`src/rtl/ie_defs.sv`:
```
// Shared instruction-engine definitions: fetch FSM encoding, length codes,
// branch opcodes and the 6502 opcode length table.
package ie_defs;

    typedef enum logic [2:0] {
        REQ_OP = 3'd0,
        CAP_OP = 3'd1,
        REQ_B1 = 3'd2,
        CAP_B1 = 3'd3,
        REQ_B2 = 3'd4,
        CAP_B2 = 3'd5,
        HOLD   = 3'd6
    } fetch_state_e;

    localparam logic [1:0] LEN_1 = 2'd1;
    localparam logic [1:0] LEN_2 = 2'd2;
    localparam logic [1:0] LEN_3 = 2'd3;

    localparam logic [7:0] OP_BPL = 8'h10;
    localparam logic [7:0] OP_BMI = 8'h30;
    localparam logic [7:0] OP_BVC = 8'h50;
    localparam logic [7:0] OP_BVS = 8'h70;
    localparam logic [7:0] OP_BCC = 8'h90;
    localparam logic [7:0] OP_BCS = 8'hB0;
    localparam logic [7:0] OP_BNE = 8'hD0;
    localparam logic [7:0] OP_BEQ = 8'hF0;

    // Anything not listed (implied, accumulator, BRK/RTI/RTS, undefined) is one byte.
    function automatic logic [1:0] op_len(input logic [7:0] op);
        logic [1:0] len;
        case (op)
            OP_BPL, OP_BMI, OP_BVC, OP_BVS, OP_BCC, OP_BCS, OP_BNE, OP_BEQ:
                len = LEN_2;
            8'h01, 8'h05, 8'h09, 8'h11, 8'h15, 8'h21, 8'h25, 8'h29,
            8'h31, 8'h35, 8'h41, 8'h45, 8'h49, 8'h51, 8'h55, 8'h61,
            8'h65, 8'h69, 8'h71, 8'h75, 8'h81, 8'h85, 8'h91, 8'h95,
            8'hA1, 8'hA5, 8'hA9, 8'hB1, 8'hB5, 8'hC1, 8'hC5, 8'hC9,
            8'hD1, 8'hD5, 8'hE1, 8'hE5, 8'hE9, 8'hF1, 8'hF5:
                len = LEN_2;
            8'h06, 8'h16, 8'h26, 8'h36, 8'h46, 8'h56, 8'h66, 8'h76,
            8'h86, 8'h96, 8'hA2, 8'hA6, 8'hB6, 8'hC6, 8'hD6, 8'hE6,
            8'hF6:
                len = LEN_2;
            8'h24, 8'h84, 8'h94, 8'hA0, 8'hA4, 8'hB4, 8'hC0, 8'hC4,
            8'hE0, 8'hE4:
                len = LEN_2;
            8'h0D, 8'h1D, 8'h19, 8'h2D, 8'h3D, 8'h39, 8'h4D, 8'h5D,
            8'h59, 8'h6D, 8'h7D, 8'h79, 8'h8D, 8'h9D, 8'h99, 8'hAD,
            8'hBD, 8'hB9, 8'hCD, 8'hDD, 8'hD9, 8'hED, 8'hFD, 8'hF9:
                len = LEN_3;
            8'h0E, 8'h1E, 8'h2E, 8'h3E, 8'h4E, 8'h5E, 8'h6E, 8'h7E,
            8'h8E, 8'hAE, 8'hBE, 8'hCE, 8'hDE, 8'hEE, 8'hFE:
                len = LEN_3;
            8'h20, 8'h2C, 8'h4C, 8'h6C, 8'h8C, 8'hAC, 8'hBC, 8'hCC,
            8'hEC:
                len = LEN_3;
            default:
                len = LEN_1;
        endcase
        return len;
    endfunction

endpackage

```
`src/rtl/if_len_decode.sv`:
```
// Combinational opcode-to-length decode for the fetch unit.
module if_len_decode
    import ie_defs::*;
(
    input  logic [7:0] opcode,
    output logic [1:0] len
);

    always_comb begin
        len = op_len(opcode);
    end

endmodule

```
`src/rtl/if_fetch.sv`:
```
// Instruction fetch: reads 1..3 bytes over a one-cycle-latency byte port and
// presents a whole instruction to IE until it is accepted.
module if_fetch
    import ie_defs::*;
#(
    parameter logic [15:0] RESET_PC = 16'h0200
) (
    input  logic        clk,
    input  logic        rst,
    output logic [15:0] mem_addr,
    output logic        mem_rd,
    input  logic [7:0]  mem_rdata,
    output logic        ins_valid,
    input  logic        ins_ready,
    output logic [7:0]  ins_opcode,
    output logic [7:0]  ins_op1,
    output logic [7:0]  ins_op2,
    output logic [1:0]  ins_len,
    output logic [15:0] ins_pc,
    input  logic        redirect,
    input  logic [15:0] redirect_addr,
    output logic [2:0]  dbg_state
);

    // Handshake: ins_valid is raised only in HOLD and the ins_* fields stay
    // frozen there; a transfer happens on any rising edge where ins_valid and
    // ins_ready are both 1, and ins_valid never drops without a transfer
    // unless redirect or rst flushes the instruction.

    fetch_state_e state_q, state_d;
    logic [15:0]  pc_q, pc_d;
    logic [7:0]   opcode_q, opcode_d;
    logic [7:0]   op1_q, op1_d;
    logic [7:0]   op2_q, op2_d;
    logic [1:0]   len_q, len_d;
    logic [15:0]  ipc_q, ipc_d;
    logic [1:0]   dec_len;

    if_len_decode u_len_decode (
        .opcode (mem_rdata),
        .len    (dec_len)
    );

    always_ff @(posedge clk or posedge rst) begin
        if (rst) begin
            state_q  <= REQ_OP;
            pc_q     <= RESET_PC;
            opcode_q <= 8'h00;
            op1_q    <= 8'h00;
            op2_q    <= 8'h00;
            len_q    <= LEN_1;
            ipc_q    <= 16'h0000;
        end else begin
            state_q  <= state_d;
            pc_q     <= pc_d;
            opcode_q <= opcode_d;
            op1_q    <= op1_d;
            op2_q    <= op2_d;
            len_q    <= len_d;
            ipc_q    <= ipc_d;
        end
    end

    always_comb begin
        state_d = state_q;
        case (state_q)
            REQ_OP:  state_d = CAP_OP;
            CAP_OP:  state_d = (dec_len == LEN_1) ? HOLD : REQ_B1;
            REQ_B1:  state_d = CAP_B1;
            CAP_B1:  state_d = (len_q == LEN_2) ? HOLD : REQ_B2;
            REQ_B2:  state_d = CAP_B2;
            CAP_B2:  state_d = HOLD;
            HOLD:    state_d = ins_ready ? REQ_OP : HOLD;
            default: state_d = REQ_OP;
        endcase
        // A redirect also wins over a HOLD transfer; the transfer itself
        // still completes because ins_valid is up during this cycle.
        if (redirect) begin
            state_d = REQ_OP;
        end
    end

    always_comb begin
        pc_d     = pc_q;
        opcode_d = opcode_q;
        op1_d    = op1_q;
        op2_d    = op2_q;
        len_d    = len_q;
        ipc_d    = ipc_q;
        case (state_q)
            CAP_OP: begin
                opcode_d = mem_rdata;
                op1_d    = 8'h00;
                op2_d    = 8'h00;
                len_d    = dec_len;
                ipc_d    = pc_q;
                pc_d     = pc_q + 16'd1;
            end
            CAP_B1: begin
                op1_d = mem_rdata;
                pc_d  = pc_q + 16'd1;
            end
            CAP_B2: begin
                op2_d = mem_rdata;
                pc_d  = pc_q + 16'd1;
            end
            default: begin
            end
        endcase
        if (redirect) begin
            pc_d = redirect_addr;
        end
    end

    always_comb begin
        mem_addr   = pc_q;
        mem_rd     = (state_q == REQ_OP) || (state_q == REQ_B1) || (state_q == REQ_B2);
        ins_valid  = (state_q == HOLD);
        ins_opcode = opcode_q;
        ins_op1    = op1_q;
        ins_op2    = op2_q;
        ins_len    = len_q;
        ins_pc     = ipc_q;
        dbg_state  = state_q;
    end

endmodule
```
`config.mk`:
```
export PLATFORM = sky130hd
export DESIGN_NAME = if_fetch
export DESIGN_NICKNAME = d
export VERILOG_FILES = /design/src/rtl/ie_defs.sv /design/src/rtl/if_len_decode.sv /design/src/rtl/if_fetch.sv
export SDC_FILE = /design/constraint.sdc
export NUM_CORES = 1
export LEC_CHECK = 0
export ABC_AREA = 1
export BUFFER_PORTS_ARGS = -buffer_cell sky130_fd_sc_hd__buf_2
export CAP_MARGIN = 40
export CELL_PAD_IN_SITES_DETAIL_PLACEMENT = 1
export CELL_PAD_IN_SITES_GLOBAL_PLACEMENT = 2
export CORE_MARGIN = 5
export CORE_UTILIZATION = 30
export CTS_BUF_LIST = sky130_fd_sc_hd__clkbuf_8
export DETAILED_ROUTE_END_ITERATION = 10
export PLACE_DENSITY_LB_ADDON = 0.3
export SETUP_SLACK_MARGIN = 0.4
export SLEW_MARGIN = 25
export SYNTH_ARGS = -nofsm -noshare
export SYNTH_HDL_FRONTEND = slang
export SYNTH_HIERARCHICAL = 1
export SYNTH_SLANG_ARGS = --single-unit
export TNS_END_PERCENT = 100
```
`constraint.sdc`:
```
create_clock -name clk -period 2.38 [get_ports clk]
set_clock_uncertainty 0.2 [all_clocks]
set_input_delay 0 -clock clk [delete_from_list [all_inputs] [get_ports clk]]
set_output_delay 0 -clock clk [all_outputs]
set_load 0.02 [all_outputs]
```
=== Word level (Yosys, flattened, before mapping) ===
Memory sizes are Yosys's and may differ from the RTL's.
Index checks and enable logic that the tools add are counted.

* Bits in registers: 61
* Latch bits: 0
* RAM bits: 0
* Bits in read-only memories: 512
* Input bits: 28
* Word-level logic and storage cells: 33
* Memories kept: 1

* Add/subtract/negate cells: 1
* Multiply operators: 0
* Div/mod/pow operators: 0
* Order comparisons: 0
* Equality and inequality tests: 8
* Shift operators: 0
* Muxes and demuxes: 9
* Bitwise gates (word level): 0
* Reduce and logical (&&, ||, !) cells: 7

{| class="wikitable"
|+ Memories
! name !! depth !! width !! rd ports !! clocked after memory_dff !! wr ports !! RTL line !! source
|-
| (no name shown) || 256 || 2 || 1 || 0 || 0 || ie_defs.sv:31 || <nowiki>case (op)</nowiki>
|}

{| class="wikitable"
|+ Operators by type and width
! operator !! count
|-
| 16-bit two-way mux || 2
|-
| 8-bit one-hot mux with 2 select lines || 2
|-
| 3-bit one-hot mux with 7 select lines || 1
|-
| 16-bit by 1-bit adder with 16-bit output (second input constant) || 1
|-
| 3-bit equality test (second input constant) || 3
|-
| 3-bit two-way mux || 3
|-
| 3-bit by 2-bit equality test with 1-bit output (second input constant) || 2
|-
| 2-bit nonzero test || 3
|-
| 3-bit by 1-bit equality test with 1-bit output (second input constant) || 1
|-
| 3-bit logical NOT || 1
|-
| 3-bit OR reduction || 1
|-
| 2-bit by 1-bit equality test with 1-bit output (second input constant) || 1
|-
| 2-bit equality test (second input constant) || 1
|-
| 1-bit logical OR || 2
|-
| 2-bit two-way mux || 1
|}

=== Logic depth before layout (Yosys ltp) ===
Gate-level depths: netlist of the first run.
An unclocked memory read counts as a cell.

* Word-level depth: 5
* Mapped depth: 16
* Depth with buffers taken out: 16

=== Modules after synthesis ===
The synthesis of the first run kept the hierarchy.

{| class="wikitable"
|+ By module, submodules not included
! module !! instances !! cells each !! area an instance (sq um)
|-
| if_fetch || 1 || 356 || 2926.6
|-
| if_len_decode || 1 || 76 || 414.1
|}

=== Least setup slack after synthesis of the first run ===
No wires, ideal clock.

* Path kind: flip-flop to flip-flop
* Start: reg state_q[1] (netlist: dbg_state[1])
* End: reg state_q[2] (netlist: dbg_state[2])
* Library setup time: 63 ps
* Arrival: 1589 ps
* Data required time: 2117 ps
* Setup slack: 528 ps
* Stages on the path, launching flop included: 7
* Clock period less this slack: 1852 ps
* Cells stage by stage: dfrtp_1 inv_1 nor3_1 a21boi_1 nand3_1 nand2_1 inv_1

* Word-level cells in the longest chain between the ends: 3

{| class="wikitable"
|+ RTL lines
! what !! RTL line !! source
|-
| from (decl) || if_fetch.sv:30 || <nowiki>fetch_state_e state_q, state_d;</nowiki>
|-
| from (signal assigned) || if_fetch.sv:54 || <nowiki>state_q <= state_d;</nowiki>
|-
| 3-bit equality test || -- ||
|-
| via ins_valid || if_fetch.sv:13 || <nowiki>output logic ins_valid,</nowiki>
|-
| 3-bit one-hot mux with 7 select lines || if_fetch.sv:66 || <nowiki>case (state_q)</nowiki>
|-
| 3-bit two-way mux || if_fetch.sv:78 || <nowiki>if (redirect) begin</nowiki>
|-
| via state_d[2] || if_fetch.sv:30 ||
|}

The timed path passes the listed nets, and every way through them passes these cells.
A chain may end at the register's enable or synchronous reset.

=== Final worst setup path of the first run ===
* Start: reg state_q[0] (netlist: dbg_state[0])
* End: reg state_q[2] (netlist: dbg_state[2])

* Word-level cells in the longest chain between the ends: 3

{| class="wikitable"
|+ RTL lines
! what !! RTL line
|-
| 3-bit equality test, or another cell as far along || if_fetch.sv:66
|-
| 3-bit one-hot mux with 7 select lines * || if_fetch.sv:66
|-
| 3-bit two-way mux * || if_fetch.sv:78
|-
| via state_d[2] || if_fetch.sv:30
|}

The timed path passes the listed nets; every way through them passes the cells marked *.

==> out/results.tsv, run 1 <==
stage	metric	value	unit
clock_tree	Root Buffer	clkbuf_8	
sta	Rel. slew slack	0.659	
placed_design	Final HPWL DP	7830	um
sta	Worst-Margin Slew	0.511	ns
sta	post-route clock period utilization	0.774	
clock_tree	H-tree depth	3	
clock_tree	CTS tree	done	
setup_path	r2r setup slk	0.54	ns
clock_tree	clk sinks	61	
route	first drt pass iteration count	4	
route	drt drc	0	
run_status	outcome	complete, no violations	
setup_path	critical path, cell by cell	inv_1 -> nor2_1 -> nand2_1 -> a21boi_1 -> nand3_1 -> nand2_1 -> inv_1	
die	initial core utilization	0.307	
grt	total grt overflow	0	
placed_design	placer congestion estimate	0.791	
sta	RSZ-0062 raised after global routing	yes	
synthesis	ranking of synthesized cells by area	dfrtp_1 44%, nand2_1 13%, o21ai_0 6.4%, inv_1 5.8%, nand3_1 5.2%	
die	num ports	91	
synthesis	sequential share of the synthesized area	0.458	
setup_path	crit path DAT	1.92	ns
grt	total track usage	0.165	
placed_design	placed cell area	3910	um^2
flow_run	max_cap viols	0	
die	die area	13300	um^2
sta	final hold violations	0	
final_layout	Nets	584	
synthesis	post-synth top area share	0.442	
die	Rows	38	
synthesis	area share of fa/ha/maj cells after synthesis	0.0187	
sta	final number of max-transition violations	0	
grt	largest net degree at the start of global routing	41	
power	Max VDD drop	0.348	mV
setup_path	Worst Path Max Fanout	9	
synthesis	Synth Register Bits	61	
synthesis	Synth Flop Type	dfrtp_1	
synthesis	Post-synth top cells	120 x nand2_1, 59 x dfrtp_1, 52 x inv_1	
placed_design	IO Port Bufs	90	
synthesis	unique cell type count in the Yosys netlist	34	
clock_tree	clock buffer depth	2	
die	Die H	116	um
sta	fmax	543	MHz
final_layout	Ant. Diodes	0	
setup_path	critical path's largest stage delay	0.50	ns
power	Cell Pwr Density	907	nW/um^2
route	routed via count	3283	
synthesis	leading area contributor after synthesis	dfrtp_1	
clock_tree	worst-skew pair later-pin latency	0.34	ns
final_layout	layout cell share with drive strength beyond 1	0.256	
grt	number of global-route vias before repair	3410	
setup_path	CP max-delay cell	dfrtp_1	
setup_path	Worst setup EP type	register	
synthesis	async set-reset flop share out of synthesis	1.00	
synthesis	Mapped Avg Cell Area	7.73	um^2
synthesis	Compound-Gate Fraction of Synth Area	0.142	
final_layout	Sequential Area	1530	um^2
synthesis	Cells after Synth	432	
synthesis	Cell Area, Synth	3340	um^2
die	Core Area	10900	um^2
sta	final count of negative-setup-slack endpoints	0	
synthesis	mux contribution to synthesized area	0	
route	drt total wl	10600	um
min_path	HP Class	in -> async	
synthesis	number of synthesis warnings	6	
synthesis	most frequent cell after synthesis	nand2_1	
power	leakage power	2.34	nW
synthesis	post-synthesis simple-gate area fraction	0.280	
setup_path	startpoint types	register	
synthesis	post-synthesis net count	465	
sta	worst hold margin	0.0372	ns
synthesis	largest family of logic cells by synthesized area	simple AND/OR/NAND/NOR gates	
final_layout	multi-input logic area	1480	um^2
synthesis	Post-synth EDFFs	0	
clock_tree	Worst-path clk slew	0.08	ns
route	drt initial violations	105	
final_layout	Layout area overhead	32.1	%
setup_path	crit path kind	reg -> reg	
final_layout	fillers	1375	
synthesis	post-synthesis xor/xnor area fraction	0	
route	Routed Antenna Nets	0	
grt	first-pass GRT wire length	17500	um
sta	Final min period	1.84	ns
clock_tree	Post CTS Setup Buffer Count	0	
clock_tree	cts bufs inserted	9	
route	vias per std cell	4.72	
die	DIE WIDTH	116	um
sta	setup TNS	0	ns
final_layout	Final Cell Area	4410	um^2
grt	initial antenna violation count	0	
setup_path	Worst EP required	2.46	ns
route	routed len/inst	15.3	um
## cells by family (layout without fill, tap and decap cells)
logic type      count (synthesis)  count (layout)
flops                          61              61
buf+inv                        72             195
compound gates                 86              86
fa+ha+maj                       5               5
simple gates                  208             208
## metrics by stage
| step | setup WS (ns) | util | std cells | total power, mW |
|---|---|---|---|---|
| after floorplan | 0.528 | - | 432 | 2.44 |
| after global placement | 0.542 | 0.359 | 652 | 2.95 |
| after detailed placement | 0.483 | 0.359 | 652 | 2.98 |
| after CTS | 0.494 | 0.405 | 695 | 4.07 |
| after global routing | 0.369 | 0.405 | 695 | 4.27 |
| final | 0.538 | 0.405 | 695 | 4.00 |
## sequential cells by signal, summed over array words and instances, names as in the netlist
signal      count
ins_pc         16
mem_addr       16
ins_op1         8
ins_op2         8
ins_opcode      8
dbg_state       3
ins_len         2
## power by group
part,internal [mW],switching (mW)
sequential,1.32,0.220
clock,0.607,0.426
combinational,0.475,0.953
total,2.40,1.60
## per-layer routing
layer / vias up / wire length [um] / GRT usage / part of all wire
met2: 52 / 5330 / 0.287 / 0.50
met4: 0 / 120 / 0.0501 / 0.011
met3: 8 / 321 / 0.0225 / 0.030
li1: 1629 / - / - / -
met5: - / 0 / 0 / 0
met1: 1594 / 4860 / 0.214 / 0.46
## cell usage in the layout, fill, tap and decap left out, types with 3 or more instances in the layout
cell,Yosys,layout
dlygate4sd3_1,0,28
o21ai_1,14,14
clkbuf_8,0,10
dfrtp_1,59,59
a21oi_1,13,13
o21ai_0,43,43
nand2_4,2,3
inv_1,52,52
a21oi_2,3,3
buf_2,2,90
nand3_2,5,5
buf_4,2,3
nand2_1,120,119
nor2_2,5,6
ha_1,5,5
nand3_1,35,35
nor3_1,5,5
nor2_1,29,28
inv_2,4,5
a31oi_1,4,4
## cell type report
type / count / share of cell area
Inverter: 57 / 0.0496
Tap cell: 140 / 0.0397
Clock buffer: 10 / 0.0312
Multi-Input combinational cell: 299 / 0.336
Clock inverter: 5 / 0.0173
Sequential cell: 61 / 0.346
Timing Repair Buffer: 123 / 0.180
## path summary, 6_finish.rpt
kind,start,to,cells after the start
min in group clk,mem_rdata[1],ins_len[0],9
max in group asynchronous,rst,mem_addr[9],4
setup / recovery,dbg_state[0],dbg_state[2],7
hold / removal,rst,ins_op1[2],3
setup reg to reg,dbg_state[0],dbg_state[2],7
hold reg to reg,ins_pc[13],ins_pc[13],2
## critical path: cells and delay by family, from the launching register on
| kind | cells | cell delay [ns] |
|---|---|---|
| buf+inv | 2 | 0.17 |
| simple gates | 4 | 0.67 |
| compound gates | 1 | 0.24 |
| flops | 1 | 0.50 |
## what timing repair did
item | in CTS | in global routing
endpoints found under the setup margin | 0 | 9
hold buffers | 28 | 0
gates resized for setup | 0 | 2
hold endpoints to repair | 102 | 0
Note: power is estimated with default switching activity, not from simulation.
==> inputs of run 2 (changes only) <==
--- a/config.mk
+++ b/config.mk
@@ -5,13 +5,13 @@
 export SDC_FILE = /design/constraint.sdc
 export NUM_CORES = 1
 export LEC_CHECK = 0
-export ABC_AREA = 1
+export ABC_AREA = 0
 export BUFFER_PORTS_ARGS = -buffer_cell sky130_fd_sc_hd__buf_2
 export CAP_MARGIN = 40
 export CELL_PAD_IN_SITES_DETAIL_PLACEMENT = 1
 export CELL_PAD_IN_SITES_GLOBAL_PLACEMENT = 2
 export CORE_MARGIN = 5
-export CORE_UTILIZATION = 30
+export CORE_UTILIZATION = 32
 export CTS_BUF_LIST = sky130_fd_sc_hd__clkbuf_8
 export DETAILED_ROUTE_END_ITERATION = 10
 export PLACE_DENSITY_LB_ADDON = 0.3
==> constraint.sdc (replaced) <==
create_clock -name clk -period 1.8 [get_ports clk]
set_clock_uncertainty 0.2 [all_clocks]
set_input_delay 0 -clock clk [delete_from_list [all_inputs] [get_ports clk]]
set_output_delay 0 -clock clk [all_outputs]
set_load 0.02 [all_outputs]
==> run 2 against run 1 <==
  * Setup slack worse by 0.75 ns
  * Critical endpoint is now mem_addr[15]
  * Design area up 28%
  * Sequential cell count unchanged
  * Largest power group is now combinational logic
  * Sequential power up 19%
  * First-iteration DRC count up 23%
  * Area after synthesis down 6.6%
  * Global-route usage up 3.8 points
  * Via count up 1.7%
  * Die area down 11%
  * Clock power up 57%
  * Maximum frequency down 8.3%
  * The flow now finishes with violations (hold timing, setup timing)
  * Total power up 37%
==> out/results.tsv, run 2 <==
stage	metric	value	unit	change
grt	total track usage	0.203		+0.0377
placed_design	Final HPWL DP	7430	um	-5.0%
clock_tree	CTS tree	done		
power	Comb pwr share	0.369		+0.012
sta	post-route clock period utilization	1.12		+0.343
final_layout	Finished Core Util	0.587		+0.181
clock_tree	Root Buffer	clkbuf_8		
die	DIE WIDTH	109	um	-5.9%
synthesis	post-synth top area share	0.473		+0.0314
power	Clock power frac	0.295		+0.037
clock_tree	H-tree depth	3		unchanged
synthesis	Synth Register Bits	61		unchanged
power	internal power	3.64	mW	+51%
route	routed len/inst	19.9	um	+30%
die	die area	11800	um^2	-11%
setup_path	crit path kind	reg -> reg		
sta	Final min period	2.01	ns	+0.168 ns
synthesis	Mapped Avg Cell Area	9.66	um^2	+25%
sta	worst hold margin	-0.0137	ns	-0.0510 ns
grt	total grt overflow	0		unchanged
clock_tree	clk sinks	61		unchanged
synthesis	Cells after Synth	323		-25%
route	drt total wl	13000	um	+23%
synthesis	async set-reset flop share out of synthesis	1.00		unchanged
final_layout	layout cell share with drive strength beyond 1	0.534		+0.278
sta	Rel. slew slack	0.730		+0.0712
flow_run	max_cap viols	0		unchanged
grt	initial antenna violation count	0		unchanged
setup_path	Worst setup EP type	register		
sta	Worst-Margin Slew	0.401	ns	-0.110 ns
setup_path	startpoint types	register		
final_layout	Nets	552		-5.5%
route	vias per std cell	5.08		+7.6%
synthesis	number of synthesis warnings	6		unchanged
synthesis	Post-synth top cells	62 x nand2_1, 59 x dfrtp_1, 37 x o21ai_0		
power	Sw Pwr	1.85	mW	+16%
setup_path	critical path, cell by cell	nand4_4 -> or4_4 -> or4_1 -> a31oi_1		
run_status	violated checks	hold timing, setup timing		
final_layout	Final Cell Area	5660	um^2	+28%
grt	number of global-route vias before repair	3477		+2.0%
setup_path	CP bufs+invs	0		-2
placed_design	placed cell area	4230	um^2	+8.1%
clock_tree	worst-skew pair later-pin latency	0.35	ns	about the same
setup_path	CP max-delay cell	or4_4		
clock_tree	clock buffer depth	2		unchanged
setup_path	critical path launch point	mem_addr[7]		
die	Die H	109	um	-5.9%
sta	final number of max-transition violations	0		unchanged
sta	final hold violations	13		+13
die	num ports	91		unchanged
placed_design	IO Port Bufs	90		unchanged
die	Core Area	9640	um^2	-11%
route	first drt pass iteration count	4		unchanged
route	routed via count	3339		+1.7%
power	Sw Ratio	0.337		-0.0629
sta	worst setup margin	-0.210	ns	-0.748 ns
setup_path	CP top delay family	simple AND/OR/NAND/NOR gates		
route	drt drc	0		unchanged
setup_path	Reg-to-Reg Start	mem_addr[7]		
synthesis	ranking of synthesized cells by area	dfrtp_1 47%, mux2_2 9.4%, nand2_1 7.5%, o21ai_0 5.9%, ha_1 2.0%		
power	Cell Pwr Density	970	nW/um^2	+7.0%
run_status	outcome	finished with violations		
synthesis	Cell Area, Synth	3120	um^2	-6.6%
power	Max VDD drop	0.579	mV	+66%
die	initial core utilization	0.324		+0.0168
placed_design	placer congestion estimate	0.825		+4.3%
synthesis	Synth Flop Type	dfrtp_1		
synthesis	most frequent cell after synthesis	nand2_1		
synthesis	post-synthesis net count	356		-23%
final_layout	fillers	1085		-21%
final_layout	multi-input logic area	1930	um^2	+30%
grt	largest net degree at the start of global routing	34		-17%
synthesis	Post-synth EDFFs	0		unchanged
route	Routed Antenna Nets	0		unchanged
final_layout	most frequent cells in the layout	83 x buf_2, 51 x dfrtp_1, 44 x buf_4, 43 x nand2_1, 41 x dlygate4sd3_1		
grt	first-pass GRT wire length	18500	um	+5.4%
clock_tree	cts bufs inserted	9		unchanged
min_path	HP Class	in -> async		
synthesis	sequential share of the synthesized area	0.490		+0.0325
setup_path	crit path DAT	2.07	ns	+0.15 ns
sta	final count of negative-setup-slack endpoints	32		+32
final_layout	Sequential Area	1540	um^2	+0.65%
setup_path	critical path's largest stage delay	0.59	ns	+0.09 ns
setup_path	Worst Path Max Fanout	8		-1
synthesis	unique cell type count in the Yosys netlist	51		+50%
sta	RSZ-0062 raised after global routing	yes		
final_layout	Layout area overhead	81.3	%	
clock_tree	Worst-path clk slew	0.07	ns	about the same
die	Rows	36		-5.3%
final_layout	commonest non-fill, non-tap cell in the layout	buf_2		
route	drt initial violations	129		+23%
sta	fmax	497	MHz	-8.3%
final_layout	Ant. Diodes	0		unchanged
power	leakage power	2.64	nW	+13%
setup_path	Worst EP required	1.86	ns	-0.60 ns
synthesis	leading area contributor after synthesis	dfrtp_1		
power	Flop pwr share	0.336		-0.049
[run 2: changes by cell type in the layout (fill, tap and decap cells not counted), sizes merged, moves of 21 or more]
cell and change:
nand3 -38, nand2 -61, mux2 +26, buf +64, inv -45, nor2 -21, o21ai -21
[run 2: cell type report]
type                    count  area share
repair buffers            204       0.301
well taps                 133      0.0294
clock buffers              12      0.0292
flip-flops and latches     61       0.272
clock inverters             4      0.0166
inverters                  13      0.0102
multi-input cells         230       0.342
[run 2: per-layer routing]
layer  track usage  up-vias  part of all wire
met4        0.0640        0             0.014
met3        0.0320       13             0.040
li1              -     1525                 -
met1         0.246     1712              0.41
met2         0.368       89              0.53
met5             0        -                 0
[run 2: logic make-up (layout without fill, tap and decap cells)]
family	count (synthesis)	count (layout)	synth area share
adder cells (fa/ha/maj)	5	5	0.0201
multiplexers	28	28	0.100
flip-flops	61	61	0.490
XOR/XNOR	10	10	0.0281
AND/OR/NAND/NOR	117	118	0.176
buffers and inverters	33	233	0.0461
AO/OA/AOI/OAI	69	69	0.140
[run 2: through the flow]
stage / total power, mW / hold slack, ns / std cells / TNS (ns) / setup slack, ns
6_report: 5.49 / -0.0137 / 657 / -2.53 / -0.210
5_1_grt: 5.72 / 0.0307 / 657 / -4.19 / -0.271
4_1_cts: 5.27 / -0.0117 / 640 / -0.856 / -0.157
3_5_place_dp: 3.44 / -0.194 / 572 / -1.37 / -0.256
3_3_place_gp: 3.42 / -0.198 / 572 / -0.983 / -0.230
2_1_floorplan: 2.85 / -0.0888 / 323 / -4.39 / -0.282
[run 2: path summary, 6_finish.rpt]
kind,to,slack [ns],depth (start not counted)
max,mem_addr[15],-0.21,4
min,ins_op2[4],-0.01,3
max reg2reg,mem_addr[15],-0.21,4
min reg2reg,ins_op2[3],0.28,2
max in group asynchronous,mem_addr[9],0.81,4
min in group clk,ins_opcode[3],0.02,3
[run 2: tightest hold or removal path, stage by stage]
cell           delay (ns)
dlygate4sd3_1        0.53
buf_2                0.13
clkinvlp_4           0.26
[run 2: power groups by stage]
stage | Sequential, mW | Combinational, mW | Clock, mW
detailed placement | 1.84 | 1.60 | 0
finish | 1.84 | 2.02 | 1.62
global placement | 1.83 | 1.58 | 0
global route | 1.88 | 2.14 | 1.70
floorplan | 2.17 | 0.674 | 0
CTS | 1.83 | 1.82 | 1.63
[run 2: repair_timing]
action	in CTS	in global routing
cloned	2	2
pin swaps	9	39
endpoints found under the hold margin	101	0
hold buffers	44	0
endpoints found under the setup margin	51	60
setup buffers	6	15
resized for setup	44	92
==> inputs of run 3 (changes only) <==
==> constraint.sdc (replaced) <==
create_clock -name clk -period 2.2 [get_ports clk]
set_clock_uncertainty 0.2 [all_clocks]
set_input_delay 0 -clock clk [delete_from_list [all_inputs] [get_ports clk]]
set_output_delay 0 -clock clk [all_outputs]
set_load 0.02 [all_outputs]
==> run 3 against run 2 <==
  * The flow now finishes without violations
  * Register-to-register slack improved by 0.45 ns
  * Cell count decreased by 6.1%
  * Sequential cell count unchanged
  * Count of clock-buffer cells in the layout decreased by 2
  * Global-route usage decreased by 2.1 points
  * Combinational power decreased by 34%
  * Design area decreased by 15%
  * Sequential power decreased by 18%
  * Largest power group is now registers
  * Highest routed layer unchanged
==> out/results.tsv, run 3 (synthesized netlist as in run 2, its figures left out) <==
stage	metric	value	unit	change
sta	worst hold margin	0.0266	ns	+0.0403 ns
route	drt initial violations	92		-29%
grt	initial antenna violation count	0		unchanged
power	Flop pwr share	0.394		+0.058
clock_tree	CTS tree	done		
die	initial core utilization	0.324		unchanged
setup_path	crit path kind	reg -> reg		
die	Core Area	9640	um^2	unchanged
setup_path	Worst EP required	2.25	ns	+0.39 ns
flow_run	max_cap viols	0		unchanged
sta	Rel. slew slack	0.719		-0.0114
placed_design	Final HPWL DP	6870	um	-7.6%
placed_design	IO Port Bufs	90		unchanged
route	drt total wl	10800	um	-17%
final_layout	Ant. Diodes	0		unchanged
sta	Final min period	1.96	ns	-0.0503 ns
power	Max VDD drop	0.324	mV	-44%
clock_tree	cts bufs inserted	9		unchanged
power	Clock power frac	0.258		-0.037
power	leakage power	2.16	nW	-18%
sta	post-route clock period utilization	0.891		-0.226
setup_path	Worst setup EP type	register		
setup_path	startpoint types	register		
grt	number of global-route vias before repair	3238		-6.9%
setup_path	Worst Path Max Fanout	7		-1
route	routed len/inst	17.4	um	-12%
final_layout	commonest non-fill, non-tap cell in the layout	buf_2		
power	Sw Pwr	1.33	mW	-28%
final_layout	Layout area overhead	54.0	%	
die	DIE WIDTH	109	um	unchanged
die	Die H	109	um	unchanged
sta	RSZ-0062 raised after global routing	yes		
final_layout	Sequential Area	1540	um^2	about the same
route	routed via count	3033		-9.2%
power	Sw Ratio	0.348		+0.0113
run_status	outcome	complete, no violations		
clock_tree	Worst-path clk slew	0.07	ns	about the same
die	num ports	91		unchanged
sta	fmax	510	MHz	+2.6%
sta	setup TNS	0	ns	+2.53 ns
route	vias per std cell	4.92		-3.3%
clock_tree	H-tree depth	3		unchanged
power	Cell Pwr Density	793	nW/um^2	-18%
final_layout	most frequent cells in the layout	86 x buf_2, 62 x nand2_1, 52 x dfrtp_1, 44 x dlygate4sd3_1, 35 x o21ai_0		
clock_tree	clk sinks	61		unchanged
power	Comb pwr share	0.348		-0.021
route	first drt pass iteration count	4		unchanged
route	drt drc	0		unchanged
sta	final number of max-transition violations	0		unchanged
die	die area	11800	um^2	unchanged
final_layout	Nets	512		-7.2%
route	Routed Antenna Nets	0		unchanged
placed_design	placer congestion estimate	0.831		+0.73%
power	internal power	2.48	mW	-32%
grt	largest net degree at the start of global routing	62		+82%
setup_path	crit path DAT	2.01	ns	-0.06 ns
sta	final count of negative-setup-slack endpoints	0		-100%
sta	Worst-Margin Slew	0.421	ns	+0.0194 ns
final_layout	multi-input logic area	1640	um^2	-15%
power	Final Power	3.81	mW	-31%
grt	total grt overflow	0		unchanged
final_layout	layout cell share with drive strength beyond 1	0.405		-0.129
grt	total track usage	0.182		-0.0206
clock_tree	worst-skew pair later-pin latency	0.33	ns	-0.02 ns
sta	final hold violations	0		-13
final_layout	fillers	1130		+4.1%
grt	first-pass GRT wire length	16800	um	-8.9%
min_path	HP Class	in -> reg		
die	Rows	36		unchanged
clock_tree	clock buffer depth	2		unchanged
clock_tree	Root Buffer	clkbuf_8		
## run 3: timing repair
| action | CTS | global route |
|---|---|---|
| hold buffers | 41 | 3 |
| pin swaps | 2 | 10 |
| endpoints found under the hold margin | 100 | 3 |
| resized for setup | 7 | 33 |
| buffers inserted | 7 | 11 |
| cloned | 0 | 1 |
| setup endpoints to repair | 35 | 38 |
## run 3: routing by layer
metal,share of wire,track usage,routed length [um]
met3,0.056,0.0462,602
met1,0.44,0.228,4720
met4,0.013,0.0523,144
met5,0,0,0
met2,0.49,0.312,5300
## run 3: power by group through the flow
| stage | clock network, mW | logic [mW] | registers (mW) |
|---|---|---|---|
| 2_1_floorplan | 0 | 0.497 | 1.77 |
| 3_3_place_gp | 0 | 1.14 | 1.52 |
| 3_5_place_dp | 0 | 1.16 | 1.53 |
| 4_1_cts | 1.00 | 1.25 | 1.50 |
| 5_1_grt | 1.07 | 1.42 | 1.53 |
| 6_report | 0.984 | 1.33 | 1.50 |
## run 3: worst paths after layout
path / slack (ns) / startpoint / cells past startpoint / end
setup / recovery: 0.24 / mem_addr[9] / 4 / mem_addr[14]
hold / removal: 0.03 / mem_rdata[4] / 3 / ins_len[1]
setup reg to reg: 0.24 / mem_addr[9] / 4 / mem_addr[14]
hold reg to reg: 0.27 / ins_op1[6] / 2 / ins_op1[6]
max in group asynchronous: 1.40 / rst / 4 / mem_addr[9]
min in group asynchronous: 0.07 / rst / 4 / ins_pc[13]
## run 3: critical path: stages (launching register included)
cell and delay, ns:
dfstp_2 0.54, inv_2 0.03, or4_4 0.55, or4_4 0.43
a31oi_1 0.13
## run 3: cell type report
| class | count | share of cell area |
|---|---|---|
| multi-input combinational | 229 | 0.341 |
| sequential | 61 | 0.320 |
| timing repair buffer | 165 | 0.252 |
| tap | 133 | 0.0346 |
| clock buffer | 10 | 0.0287 |
| clock inverter | 6 | 0.0115 |
| inverter | 13 | 0.0112 |
## run 3: metrics by stage
step | setup slack (ns) | utilization | cells | instance area (um^2)
3_3_place_gp | 0.159 | 0.400 | 538 | 3850
5_1_grt | 0.194 | 0.498 | 617 | 4800
6_report | 0.240 | 0.498 | 617 | 4800
4_1_cts | 0.242 | 0.470 | 602 | 4530
2_1_floorplan | 0.118 | - | 323 | 3280
3_5_place_dp | 0.0736 | 0.400 | 538 | 3850
